`config.mk`:
```
export PLATFORM = sky130hd
export DESIGN_NAME = accumulator_pipe
export DESIGN_NICKNAME = d
export VERILOG_FILES = /design/src/rtl/accum_pkg.sv /design/src/rtl/cla_slice.sv /design/src/rtl/accumulator_pipe.sv
export SDC_FILE = /design/constraint.sdc
export NUM_CORES = 1
export LEC_CHECK = 0
export ABC_AREA = 1
export CORE_MARGIN = 2
export CORE_UTILIZATION = 50
export CTS_CLUSTER_DIAMETER = 120
export CTS_CLUSTER_SIZE = 24
export DETAILED_ROUTE_END_ITERATION = 8
export GPL_ROUTABILITY_DRIVEN = 0
export PLACE_DENSITY = 0.75
export SYNTH_ARGS = -nofsm -noshare
export SYNTH_HDL_FRONTEND = slang
export SYNTH_SLANG_ARGS = --single-unit
```
`constraint.sdc`:
```
create_clock -name clk -period 5.48 [get_ports clk]
set_clock_uncertainty 0.1 [all_clocks]
set_input_delay 1.644 -clock clk [delete_from_list [all_inputs] [get_ports clk]]
set_output_delay 1.644 -clock clk [all_outputs]
set_load 0.01 [all_outputs]
```
`src/rtl/accum_pkg.sv`:
```
// rtl/accum_pkg.sv - opcode and FSM state types shared by accumulator_pipe
package accum_pkg;

  typedef enum logic [1:0] {
    OP_ADD   = 2'b00,
    OP_SUB   = 2'b01,
    OP_LOAD  = 2'b10,
    OP_CLEAR = 2'b11
  } op_e;

  typedef enum logic [1:0] {
    IDLE = 2'd0,
    LO   = 2'd1,
    HI   = 2'd2
  } state_e;

endpackage

```
`src/rtl/cla_slice.sv`:
```
// rtl/cla_slice.sv - W-bit carry-lookahead adder slice
module cla_slice #(
  parameter int W = 8
) (
  input  logic [W-1:0] a,
  input  logic [W-1:0] b,
  input  logic         cin,
  output logic [W-1:0] sum,
  output logic         cout
);

  logic [W-1:0] g;
  logic [W-1:0] p;
  logic [W:0]   carry;

  assign g = a & b;
  assign p = a ^ b;

  // Each carry is expanded from generate/propagate terms and cin only, never from another carry.
  always_comb begin
    logic t;
    carry = '0;
    t     = 1'b0;
    for (int i = 0; i <= W; i++) begin
      t = cin;
      for (int j = 0; j < i; j++) begin
        t = g[j] | (p[j] & t);
      end
      carry[i] = t;
    end
  end

  assign sum  = p ^ carry[W-1:0];
  assign cout = carry[W];

endmodule

```
`src/rtl/accumulator_pipe.sv`:
```
// rtl/accumulator_pipe.sv - two-stage split-half accumulator with one-entry hold register
// ACCUM_SATURATE_EN: clamp on ADD overflow / SUB borrow instead of wrapping.
module accumulator_pipe
  import accum_pkg::*;
#(
  parameter int OPERAND_W = 8,
  parameter int ACC_W     = 16
) (
  input  logic                 clk,
  input  logic                 reset_n,
  input  logic                 in_valid,
  output logic                 in_ready,
  input  logic [1:0]           in_op,
  input  logic [OPERAND_W-1:0] in_operand,
  output logic [ACC_W-1:0]     acc_value,
  output logic                 acc_valid,
  output logic                 overflow,
  output logic                 busy
);

  localparam int LO_W = ACC_W / 2;
  localparam int HI_W = ACC_W - LO_W;

  state_e               state_q, state_d;
  op_e                  op_q, op_d;
  logic [OPERAND_W-1:0] opnd_q, opnd_d;
  logic                 hold_valid_q, hold_valid_d;
  op_e                  hold_op_q, hold_op_d;
  logic [OPERAND_W-1:0] hold_opnd_q, hold_opnd_d;
  logic [LO_W-1:0]      lo_sum_q, lo_sum_d;
  logic                 carry_lo_q, carry_lo_d;
  logic [ACC_W-1:0]     acc_q, acc_d;
  logic                 acc_valid_q, acc_valid_d;
  logic                 ovf_q, ovf_d;

  logic [ACC_W-1:0] ext;
  logic [ACC_W-1:0] base;
  logic [ACC_W-1:0] addend;
  logic             sub_cin;
  logic [LO_W-1:0]  lo_sum;
  logic             lo_cout;
  logic [HI_W-1:0]  hi_sum;
  logic             hi_cout;
  logic             xfer;
  logic             add_ovf;
  logic             sub_bor;

  assign ext  = ACC_W'(opnd_q);
  assign xfer = in_valid && in_ready;

  // LOAD and CLEAR reuse the adders with a zero base so every op takes the same path.
  always_comb begin
    base    = acc_q;
    addend  = ext;
    sub_cin = 1'b0;
    case (op_q)
      OP_ADD:  ;
      OP_SUB:  begin addend = ~ext; sub_cin = 1'b1; end
      OP_LOAD: base = '0;
      default: begin base = '0; addend = '0; end
    endcase
  end

  cla_slice #(.W(LO_W)) u_lo (
    .a(base[LO_W-1:0]), .b(addend[LO_W-1:0]), .cin(sub_cin), .sum(lo_sum), .cout(lo_cout)
  );

  cla_slice #(.W(HI_W)) u_hi (
    .a(base[ACC_W-1:LO_W]), .b(addend[ACC_W-1:LO_W]), .cin(carry_lo_q), .sum(hi_sum), .cout(hi_cout)
  );

  assign add_ovf = (op_q == OP_ADD) && hi_cout;
  assign sub_bor = (op_q == OP_SUB) && !hi_cout;

  always_comb begin
    state_d      = state_q;
    op_d         = op_q;
    opnd_d       = opnd_q;
    hold_valid_d = hold_valid_q;
    hold_op_d    = hold_op_q;
    hold_opnd_d  = hold_opnd_q;
    lo_sum_d     = lo_sum_q;
    carry_lo_d   = carry_lo_q;
    acc_d        = acc_q;
    acc_valid_d  = 1'b0;
    ovf_d        = ovf_q;
    case (state_q)
      IDLE: begin
        if (xfer) begin
          op_d    = op_e'(in_op);
          opnd_d  = in_operand;
          state_d = LO;
        end
      end
      LO: begin
        lo_sum_d   = lo_sum;
        carry_lo_d = lo_cout;
        state_d    = HI;
        if (xfer) begin
          hold_valid_d = 1'b1;
          hold_op_d    = op_e'(in_op);
          hold_opnd_d  = in_operand;
        end
      end
      HI: begin
        acc_d       = {hi_sum, lo_sum_q};
        acc_valid_d = 1'b1;
`ifdef ACCUM_SATURATE_EN
        if (add_ovf) begin
          acc_d = '1;
        end else if (sub_bor) begin
          acc_d = '0;
        end
`endif
        if (op_q == OP_CLEAR) begin
          ovf_d = 1'b0;
        end else if (add_ovf || sub_bor) begin
          ovf_d = 1'b1;
        end
        if (hold_valid_q) begin
          op_d         = hold_op_q;
          opnd_d       = hold_opnd_q;
          hold_valid_d = 1'b0;
          state_d      = LO;
        end else if (xfer) begin
          op_d    = op_e'(in_op);
          opnd_d  = in_operand;
          state_d = LO;
        end else begin
          state_d = IDLE;
        end
      end
      default: state_d = IDLE;
    endcase
  end

  always_ff @(posedge clk or negedge reset_n) begin
    if (!reset_n) begin
      state_q      <= IDLE;
      op_q         <= OP_ADD;
      opnd_q       <= '0;
      hold_valid_q <= 1'b0;
      hold_op_q    <= OP_ADD;
      hold_opnd_q  <= '0;
      lo_sum_q     <= '0;
      carry_lo_q   <= 1'b0;
      acc_q        <= '0;
      acc_valid_q  <= 1'b0;
      ovf_q        <= 1'b0;
    end else begin
      state_q      <= state_d;
      op_q         <= op_d;
      opnd_q       <= opnd_d;
      hold_valid_q <= hold_valid_d;
      hold_op_q    <= hold_op_d;
      hold_opnd_q  <= hold_opnd_d;
      lo_sum_q     <= lo_sum_d;
      carry_lo_q   <= carry_lo_d;
      acc_q        <= acc_d;
      acc_valid_q  <= acc_valid_d;
      ovf_q        <= ovf_d;
    end
  end

  assign in_ready  = !hold_valid_q;
  assign acc_value = acc_q;
  assign acc_valid = acc_valid_q;
  assign overflow  = ovf_q;
  assign busy      = (state_q != IDLE) || hold_valid_q;

endmodule

```
==> metrics, run 1 <==
status=complete, no violations; Synth Cell Area=2810 µm²; final WL=5420 µm; Final Setup Violations=0; critical path type=flip-flop to flip-flop; PD cells=570 nW/µm²; die area=6240 µm²; Switch Pwr=802 µW; Seq pwr share=37.6%; Critical Path AT=4650 ps; Fillers=525; sequential share of the synthesized area=44.5%; pin count of the biggest net entering global routing=51; Setup crit end kind=flip-flop; Hold Path Class=flip-flop to flip-flop; Synth Net Count=383; vias in the first global route=1944; area taken by multi-input logic gates=1280 µm²; grt ovf=0; synthesis-to-finish area growth=15.6%; final antenna-violating net count=0; syn avg cell area=7.95 µm²; setup bufs post-CTS=0; Critical Path RT=5620 ps; Ports=33; Clk Latency, worst-skew pair=310 ps; CTS buffer count=5; initial antenna violation count=0; worst hold slack=379 ps; Final Hold Viols=0; CTS Root Cell=clkbuf_8; count leader, synth=nand2_1; fmax=222 MHz; Port Buffers=32; number of flops mapped to enable cells by yosys=0; final instance area=3250 µm²; Initial DRC Count=139; Maximum Capacitance Violations=0; DR vias=2236; fraction of registers with async set/reset=100%; Synth top area share=44.5%; Total GRT Usage=18.5%; Top FF cell, synth=dfrtp_1; Final Max Tran Viols=0; layout cells sized above 1=7.39%; measured slew at the worst slew-check pin=775 ps; Ys Warns=0; # rows=27; sw frac=43.2%; Clk pwr share=14.2%; DR WL/cell=12.0 µm; clock slew at reported path FFs=90 ps; Clock Path Buffers=2; internal cell power=1.05 mW; flop and latch count out of synthesis=50; drt pass-1 iters=4; Synth area leaders=dfrtp_1 (44%), nand2_1 (17%), inv_1 (6.3%); via/cell ratio=4.96; Initial Util=51.4%; global-route wire length before repair=9090 µm; Final Instance Count excl. Fillers=451; Sequential cell area=1250 µm²; detailed placement HPWL=3870 µm; total power draw=1.85 mW; Setup crit start kind=flip-flop; ratio of final minimum period to clock period=82.4%; post-cts sizing count=0; Distinct cells, synth=24; layout net count=407; leakage=1.75 nW; final setup TNS=0 ps; Slew HR=48.1%; placed cells=443; VDD IR-drop max=241 µV; Post-Syn Instances=354; Synth top cells by count=nand2_1 (131), dfrtp_1 (50), inv_1 (47), o21ai_0 (26), nand3_1 (15); Die Wd=79.0 µm; minimum clock period after layout=4510 ps; ant diodes=0; Post-CTS Hold Fix Bufs=0; DIE HEIGHT=79.0 µm; Placeable Area=5470 µm²; htree depth=2; TritonCTS clock tree=done; Residual DRC=0; Yosys top cell by area=dfrtp_1; clk sinks=50; combinational power share=48.2%; critical path peak fanout=16; RSZ-0062 raised after global routing=no; dpl cell area=3140 µm²
==> per-layer routing <==
metal	track usage [%]	wire (µm)	share of wire [%]	up-vias
met1	25.8	2580	48	1036
met3	4.09	218	4.0	7
li1	-	-	-	1145
met4	5.34	72	1.3	0
met2	29.3	2540	47	48
met5	0	0	0	-
==> cell type report <==
cell class / count / area share, %
multi-input cells: 236 / 39.2
flip-flops and latches: 50 / 38.5
repair buffers: 34 / 10.2
inverters: 51 / 5.89
well taps: 72 / 2.77
clock buffers: 5 / 2.12
clock inverters: 3 / 1.35
==> path summary, 6_finish.rpt <==
path	cells past startpoint	slack, ps	from	to
setup / recovery	14	970	op_q[0]	lo_sum_q[7]
hold / removal	2	380	lo_sum_q[2]	lo_sum_q[2]
setup reg to reg	14	970	op_q[0]	lo_sum_q[7]
hold reg to reg	2	380	lo_sum_q[2]	lo_sum_q[2]
max in group asynchronous	2	3530	reset_n	acc_value[10]
min in group asynchronous	2	1330	reset_n	acc_value[3]
==> critical path, cell delays in order (launching register included) <==
cell and delay (ps):
dfrtp_1 500, inv_1 330, nor2_4 150, inv_1 210, fa_1 200, inv_1 50
fa_1 370, fa_1 390, fa_1 390, fa_1 400, fa_1 390, fa_1 360
inv_1 70, fa_1 410, o21ai_1 130
==> cells in the final DEF (no fill, tap or decap), drive strengths merged <==
master | netlist | routed
clkinv | 0 | 1
fa | 8 | 8
nand4 | 1 | 1
bufinv | 0 | 1
ha | 8 | 8
a21o | 6 | 6
o21ai | 39 | 39
nand3b | 8 | 8
buf | 15 | 3
clkdlybuf4s50 | 0 | 31
nor2 | 10 | 10
clkbuf | 2 | 5
inv | 51 | 52
dfrtp | 50 | 50
o21bai | 1 | 1
nand3 | 15 | 15
a21oi | 8 | 8
nand2 | 132 | 132
==> flip-flops by register name (all words and copies together) (netlist names) <==
register      count
overflow          1
lo_sum_q          8
op_q              2
acc_value        16
opnd_q            8
hold_op_q         2
hold_opnd_q       8
acc_valid         1
state_q           2
hold_valid_q      1
carry_lo_q        1
==> cells by family after synthesis <==
| logic type | Yosys count | share of synthesized area, % |
|---|---|---|
| DFF | 50 | 44.5 |
| and+or+nand+nor | 166 | 24.7 |
| AOI/OAI and AO/OA | 54 | 11.4 |
| buffers and inverters | 68 | 10.2 |
| adders and majority gates | 16 | 9.25 |
==> through the flow <==
stage,setup slack (ps),utilization (%)
global route,703,59.4
global placement,1130,57.4
finish,967,59.4
detailed placement,987,57.4
floorplan,1370,-
CTS,985,59.4
==> power groups by stage <==
stage | Combinational (mW) | Sequential [mW] | Clock (mW)
global placement | 0.872 | 0.692 | 0
global route | 1.02 | 0.720 | 0.285
finish | 0.894 | 0.697 | 0.263
detailed placement | 0.899 | 0.699 | 0
floorplan | 0.661 | 0.659 | 0
CTS | 0.904 | 0.694 | 0.272
No activity file was read; power rests on OpenSTA's default activity.
==> run 2: changes to the inputs <==
==> constraint.sdc (replaced) <==
create_clock -name clk -period 4.58 [get_ports clk]
set_clock_uncertainty 0.1 [all_clocks]
set_input_delay 1.374 -clock clk [delete_from_list [all_inputs] [get_ports clk]]
set_output_delay 1.374 -clock clk [all_outputs]
set_load 0.01 [all_outputs]
==> run 2 against run 1 <==
Compared with the run above: worst hold slack hardly changed; sequential power grew 17%; first-iteration DRC count shrank 27%; largest cell class unchanged; largest power group unchanged.
==> metrics, run 2 (synthesis gave the netlist of run 1 again) <==
status=complete, no violations (unchanged); minimum clock period after layout=4280 ps (was 4510 ps); setup bufs post-CTS=0 (unchanged); VDD IR-drop max=262 µV (was 241 µV); final antenna-violating net count=0 (unchanged); Initial Util=51.4% (unchanged); Clock Path Buffers=2 (unchanged); layout cells sized above 1=7.63% (was 7.39%); CTS buffer count=5 (unchanged); Slew HR=48.8% (was 48.1%); Maximum Capacitance Violations=0 (unchanged); final WL=5320 µm (was 5420 µm); # rows=27 (unchanged); final setup TNS=0 ps (unchanged); RR Startpoint=op_q[1] (was op_q[0]); vias in the first global route=2145 (was 1944); critical path type=flip-flop to flip-flop (unchanged); RSZ-0062 raised after global routing=no (unchanged); CP bufs+invs=3 (was 4); commonest cells after routing, fill and taps aside=nand2_1 (131), dfrtp_1 (50), inv_1 (47) (unchanged); Clk Latency, worst-skew pair=300 ps (was 310 ps); clk sinks=50 (unchanged); total power draw=2.17 mW (was 1.85 mW); clock slew at reported path FFs=80 ps (was 90 ps); CP most frequent cell=fa_1 (unchanged); DR vias=2173 (was 2236); r2r setup slk=300 ps (was 970 ps); htree depth=2 (unchanged); DR WL/cell=11.8 µm (was 12.0 µm); worst-case reg-to-reg path depth=13 (was 14); Final Max Tran Viols=0 (unchanged); Hold Path Class=flip-flop to flip-flop (unchanged); Total GRT Usage=19.0% (was 18.5%); reg2reg end=lo_sum_q[7] (unchanged); family with the most delay on the worst path=adder cells (unchanged); PD cells=668 nW/µm² (was 570 nW/µm²); Post-CTS Hold Fix Bufs=0 (unchanged); DIE HEIGHT=79.0 µm (unchanged); pin count of the biggest net entering global routing=51 (unchanged); slowest CP cell=dfrtp_1 (unchanged); fmax=234 MHz (was 222 MHz); initial antenna violation count=0 (unchanged); critical path peak fanout=12 (was 16); Setup crit end kind=flip-flop (unchanged); Final Setup Violations=0 (unchanged); crit-path cells=inv_1, nand2_1, fa_1, inv_1, fa_1, fa_1, fa_1, fa_1, fa_1, fa_1, inv_1, fa_1, o21ai_1 (was inv_1, nor2_4, inv_1, fa_1, inv_1, fa_1, fa_1, fa_1, fa_1, fa_1, fa_1, inv_1, fa_1, o21ai_1); number of cells on the critical path=13 (was 14); Critical Path AT=4410 ps (was 4650 ps); synthesis-to-finish area growth=15.3% (was 15.6%); slowest stage delay, CP=550 ps (was 500 ps); post-cts sizing count=0 (unchanged); grt ovf=0 (unchanged); Setup crit start kind=flip-flop (unchanged); Placeable Area=5470 µm² (unchanged); Port Buffers=32 (unchanged); commonest non-fill, non-tap cell in the layout=nand2_1 (unchanged); ratio of final minimum period to clock period=93.4% (was 82.4%); layout net count=410 (was 407); Final Hold Viols=0 (unchanged); Initial DRC Count=101 (was 139); Die Wd=79.0 µm (unchanged); Residual DRC=0 (unchanged); leakage=1.75 nW (about the same); Worst Setup EP=lo_sum_q[7] (unchanged); Ports=33 (unchanged); ant diodes=0 (unchanged); TritonCTS clock tree=done (unchanged); CTS Root Cell=clkbuf_8 (unchanged); Critical Path RT=4710 ps (was 5620 ps); measured slew at the worst slew-check pin=765 ps (was 775 ps); die area=6240 µm² (unchanged); detailed placement HPWL=3830 µm (was 3870 µm); global-route wire length before repair=9410 µm (was 9090 µm); Fillers=520 (was 525); max reg flops=16 (unchanged); via/cell ratio=4.81 (was 4.96); Critical Path Start=op_q[1] (was op_q[0]); drt pass-1 iters=4 (unchanged)
## run 2: metrics by stage
step                      instance area [µm²]  hold slack (ps)  setup WS [ps]  instances  util [%]
after floorplan                          2810              342            466        354         -
after global placement                   3160              355            479        446      57.8
after detailed placement                 3160              360            329        446      57.8
after CTS                                3240              381            309        452      59.3
after global routing                     3240              391           57.0        452      59.3
final                                    3240              378            304        452      59.3
## run 2: area by class of cell
cell class              instances  area (µm²)  share of cell area, %
well taps                      72        90.1                   2.78
flip-flops and latches         50        1250                   38.6
repair buffers                 37         353                   10.9
clock buffers                   6        82.6                   2.55
inverters                      51         191                   5.90
multi-input cells             236        1280                   39.3
## run 2: worst min-delay path by stage
stage           startpoint           to  slack [ps]  cells after the start
2_1_floorplan  lo_sum_q[1]  lo_sum_q[1]         340                      2
3_3_place_gp   lo_sum_q[1]  lo_sum_q[1]         350                      2
3_5_place_dp   lo_sum_q[2]  lo_sum_q[2]         360                      2
4_1_cts        lo_sum_q[2]  lo_sum_q[2]         380                      2
5_1_grt        lo_sum_q[2]  lo_sum_q[2]         390                      2
6_report       lo_sum_q[2]  lo_sum_q[2]         380                      2
## run 2: per-layer routing
| metal | GRT usage [%] | up-vias | routed length (µm) |
|---|---|---|---|
| met5 | 0 | - | 0 |
| met3 | 3.98 | 5 | 206 |
| li1 | - | 1144 | - |
| met4 | 5.34 | 0 | 62 |
| met2 | 32.5 | 44 | 2560 |
| met1 | 24.3 | 980 | 2490 |
## run 2: worst reg2reg max path: stages, from the launching register on
cell and delay, ps:
dfrtp_1 550, inv_1 260, nand2_1 150, fa_1 180, inv_1 50, fa_1 370
fa_1 390, fa_1 400, fa_1 400, fa_1 400, fa_1 360, inv_1 70
fa_1 400, o21ai_1 130
## run 2: power breakdown
part	leakage [nW]	switching (mW)	internal (mW)
logic	1.09	0.635	0.467
registers	0.623	0.170	0.644
clock network	0.0431	0.135	0.117
==> run 3: changes to the inputs <==
--- a/config.mk
+++ b/config.mk
@@ -7,12 +7,12 @@
 export LEC_CHECK = 0
 export ABC_AREA = 1
 export CORE_MARGIN = 2
-export CORE_UTILIZATION = 50
+export CORE_UTILIZATION = 39
 export CTS_CLUSTER_DIAMETER = 120
 export CTS_CLUSTER_SIZE = 24
 export DETAILED_ROUTE_END_ITERATION = 8
 export GPL_ROUTABILITY_DRIVEN = 0
-export PLACE_DENSITY = 0.75
+export PLACE_DENSITY = 0.61
 export SYNTH_ARGS = -nofsm -noshare
 export SYNTH_HDL_FRONTEND = slang
 export SYNTH_SLANG_ARGS = --single-unit
==> constraint.sdc (replaced) <==
create_clock -name clk -period 4.58 [get_ports clk]
set_clock_uncertainty 0.1 [all_clocks]
set_input_delay 0.458 -clock clk [delete_from_list [all_inputs] [get_ports clk]]
set_output_delay 0.458 -clock clk [all_outputs]
set_load 0.01 [all_outputs]
==> run 3 against run 2 <==
Compared with the run above: total power rose by 1.7%; via count barely moved; critical path type unchanged; critical path depth did not move; die area rose by 27%; worst hold slack got worse by 220 ps; register-to-register slack improved by 50 ps; setup slack improved by 48 ps.
==> metrics, run 3 (synthesis gave the netlist of run 1 again) <==
die area=7910 µm² (was 6240 µm²); Initial Util=40.7% (was 51.4%); reg2reg end=lo_sum_q[7] (unchanged); Port Buffers=32 (unchanged); max reg flops=16 (unchanged); via/cell ratio=4.56 (was 4.81); Initial DRC Count=110 (was 101); DR WL/cell=11.1 µm (was 11.8 µm); ratio of final minimum period to clock period=92.3% (was 93.4%); Final Max Tran Viols=0 (unchanged); commonest cells after routing, fill and taps aside=nand2_1 (131), dfrtp_1 (50), inv_1 (47) (unchanged); Setup crit start kind=flip-flop (unchanged); minimum clock period after layout=4230 ps (was 4280 ps); Residual DRC=0 (unchanged); final setup margin=351 ps (was 304 ps); layout net count=409 (was 410); commonest non-fill, non-tap cell in the layout=nand2_1 (unchanged); pin count of the biggest net entering global routing=51 (unchanged); measured slew at the worst slew-check pin=1020 ps (was 765 ps); clk sinks=50 (unchanged); leakage=1.76 nW (was 1.75 nW); vias in the first global route=2094 (was 2145); Maximum Capacitance Violations=0 (unchanged); Total GRT Usage=15.3% (was 19.0%); RR Startpoint=op_q[1] (unchanged); Critical Path Start=op_q[1] (unchanged); Ports=33 (unchanged); Setup crit end kind=flip-flop (unchanged); final antenna-violating net count=0 (unchanged); Max Used Layer=met4 (unchanged); CTS buffer count=5 (unchanged); Slew HR=31.7% (was 48.8%); layout cells sized above 1=7.35% (was 7.63%); global-route wire length before repair=9610 µm (was 9410 µm); total power draw=2.20 mW (was 2.17 mW); Routed met1 length=2750 µm (was 2490 µm); setup bufs post-CTS=0 (unchanged); r2r setup slk=350 ps (was 300 ps); # rows=30 (was 27); Placeable Area=6910 µm² (was 5470 µm²); critical path type=flip-flop to flip-flop (unchanged); TritonCTS clock tree=done (unchanged); htree depth=2 (unchanged); initial antenna violation count=0 (unchanged); Final Setup Violations=0 (unchanged); final WL=5290 µm (was 5320 µm); Met3 Routed Length=173 µm (was 206 µm); Clock Path Buffers=2 (unchanged); Critical Path AT=4360 ps (was 4410 ps); DR vias=2175 (was 2173); fmax=236 MHz (was 234 MHz); DIE HEIGHT=88.9 µm (was 79.0 µm); synthesis-to-finish area growth=16.9% (was 15.3%); PD cells=670 nW/µm² (was 668 nW/µm²); met2 WL=2310 µm (was 2560 µm); drt pass-1 iters=4 (unchanged); Critical Path RT=4710 ps (about the same); area taken by multi-input logic gates=1280 µm² (unchanged); CTS Root Cell=clkbuf_8 (unchanged); detailed placement HPWL=3760 µm (was 3830 µm); RSZ-0062 raised after global routing=no (unchanged); critical path peak fanout=12 (unchanged); worst-case reg-to-reg path depth=13 (unchanged); final setup TNS=0 ps (unchanged); DP Worst Slack=360 ps (was 329 ps); ant diodes=0 (unchanged); Hold Path Class=input pin to asynchronous set/reset pin (was flip-flop to flip-flop); Die Wd=88.9 µm (was 79.0 µm); status=complete, no violations (unchanged); grt ovf=0 (unchanged); Sequential cell area=1250 µm² (unchanged); VDD IR-drop max=226 µV (was 262 µV); post-cts sizing count=0 (unchanged); clock slew at reported path FFs=90 ps (was 80 ps); Worst Setup EP=lo_sum_q[7] (unchanged); Post-CTS Hold Fix Bufs=0 (unchanged); Clk Latency, worst-skew pair=290 ps (was 300 ps); Fillers=722 (was 520); Final Hold Viols=0 (unchanged)
run 3: through the flow:
step	utilization [%]	cell area, µm²	std cells	hold WS [ps]
3_3_place_gp	46.1	3180	469	355
3_5_place_dp	46.1	3180	469	359
2_1_floorplan	-	2810	354	62.4
4_1_cts	47.6	3290	477	185
6_report	47.6	3290	477	162
5_1_grt	47.6	3290	477	223
run 3: how the worst min path moves through the flow:
stage                     slack (ps)        start      endpoint  depth (start not counted)
after floorplan                   60      reset_n     acc_valid                          0
after global placement           350  lo_sum_q[2]   lo_sum_q[2]                          2
after detailed placement         360  lo_sum_q[2]   lo_sum_q[2]                          2
after CTS                        190      reset_n  acc_value[2]                          2
after global routing             220      reset_n   lo_sum_q[3]                          2
final                            160      reset_n  acc_value[2]                          2
run 3: layout make-up:
cell class                      instances  share of cell area, %
Clock buffer                            7                   2.32
Timing Repair Buffer                   36                   10.5
Sequential cell                        50                   38.0
Clock inverter                          1                  0.913
Inverter                               51                   5.82
Multi-Input combinational cell        236                   38.8
Tap cell                               96                   3.65
run 3: critical path: stages (launching register included):
cell and delay, ps:
dfrtp_1 540, inv_1 250, nand2_1 140, fa_1 180
inv_1 50, fa_1 370, fa_1 400, fa_1 390
fa_1 390, fa_1 390, fa_1 360, inv_1 70
fa_1 400, o21ai_1 130
run 3: power by group:
group / leakage (nW) / total (mW) / switching, mW / internal, mW
Sequential: 0.623 / 0.808 / 0.164 / 0.644
Clock: 0.0524 / 0.306 / 0.142 / 0.164
Combinational: 1.08 / 1.09 / 0.628 / 0.462
Total: 1.76 / 2.20 / 0.934 / 1.27
run 3: layer usage:
metal,vias up,track usage [%]
met4,0,4.07
met2,44,24.2
met1,988,22.1
li1,1138,-
met5,-,0
met3,5,2.22
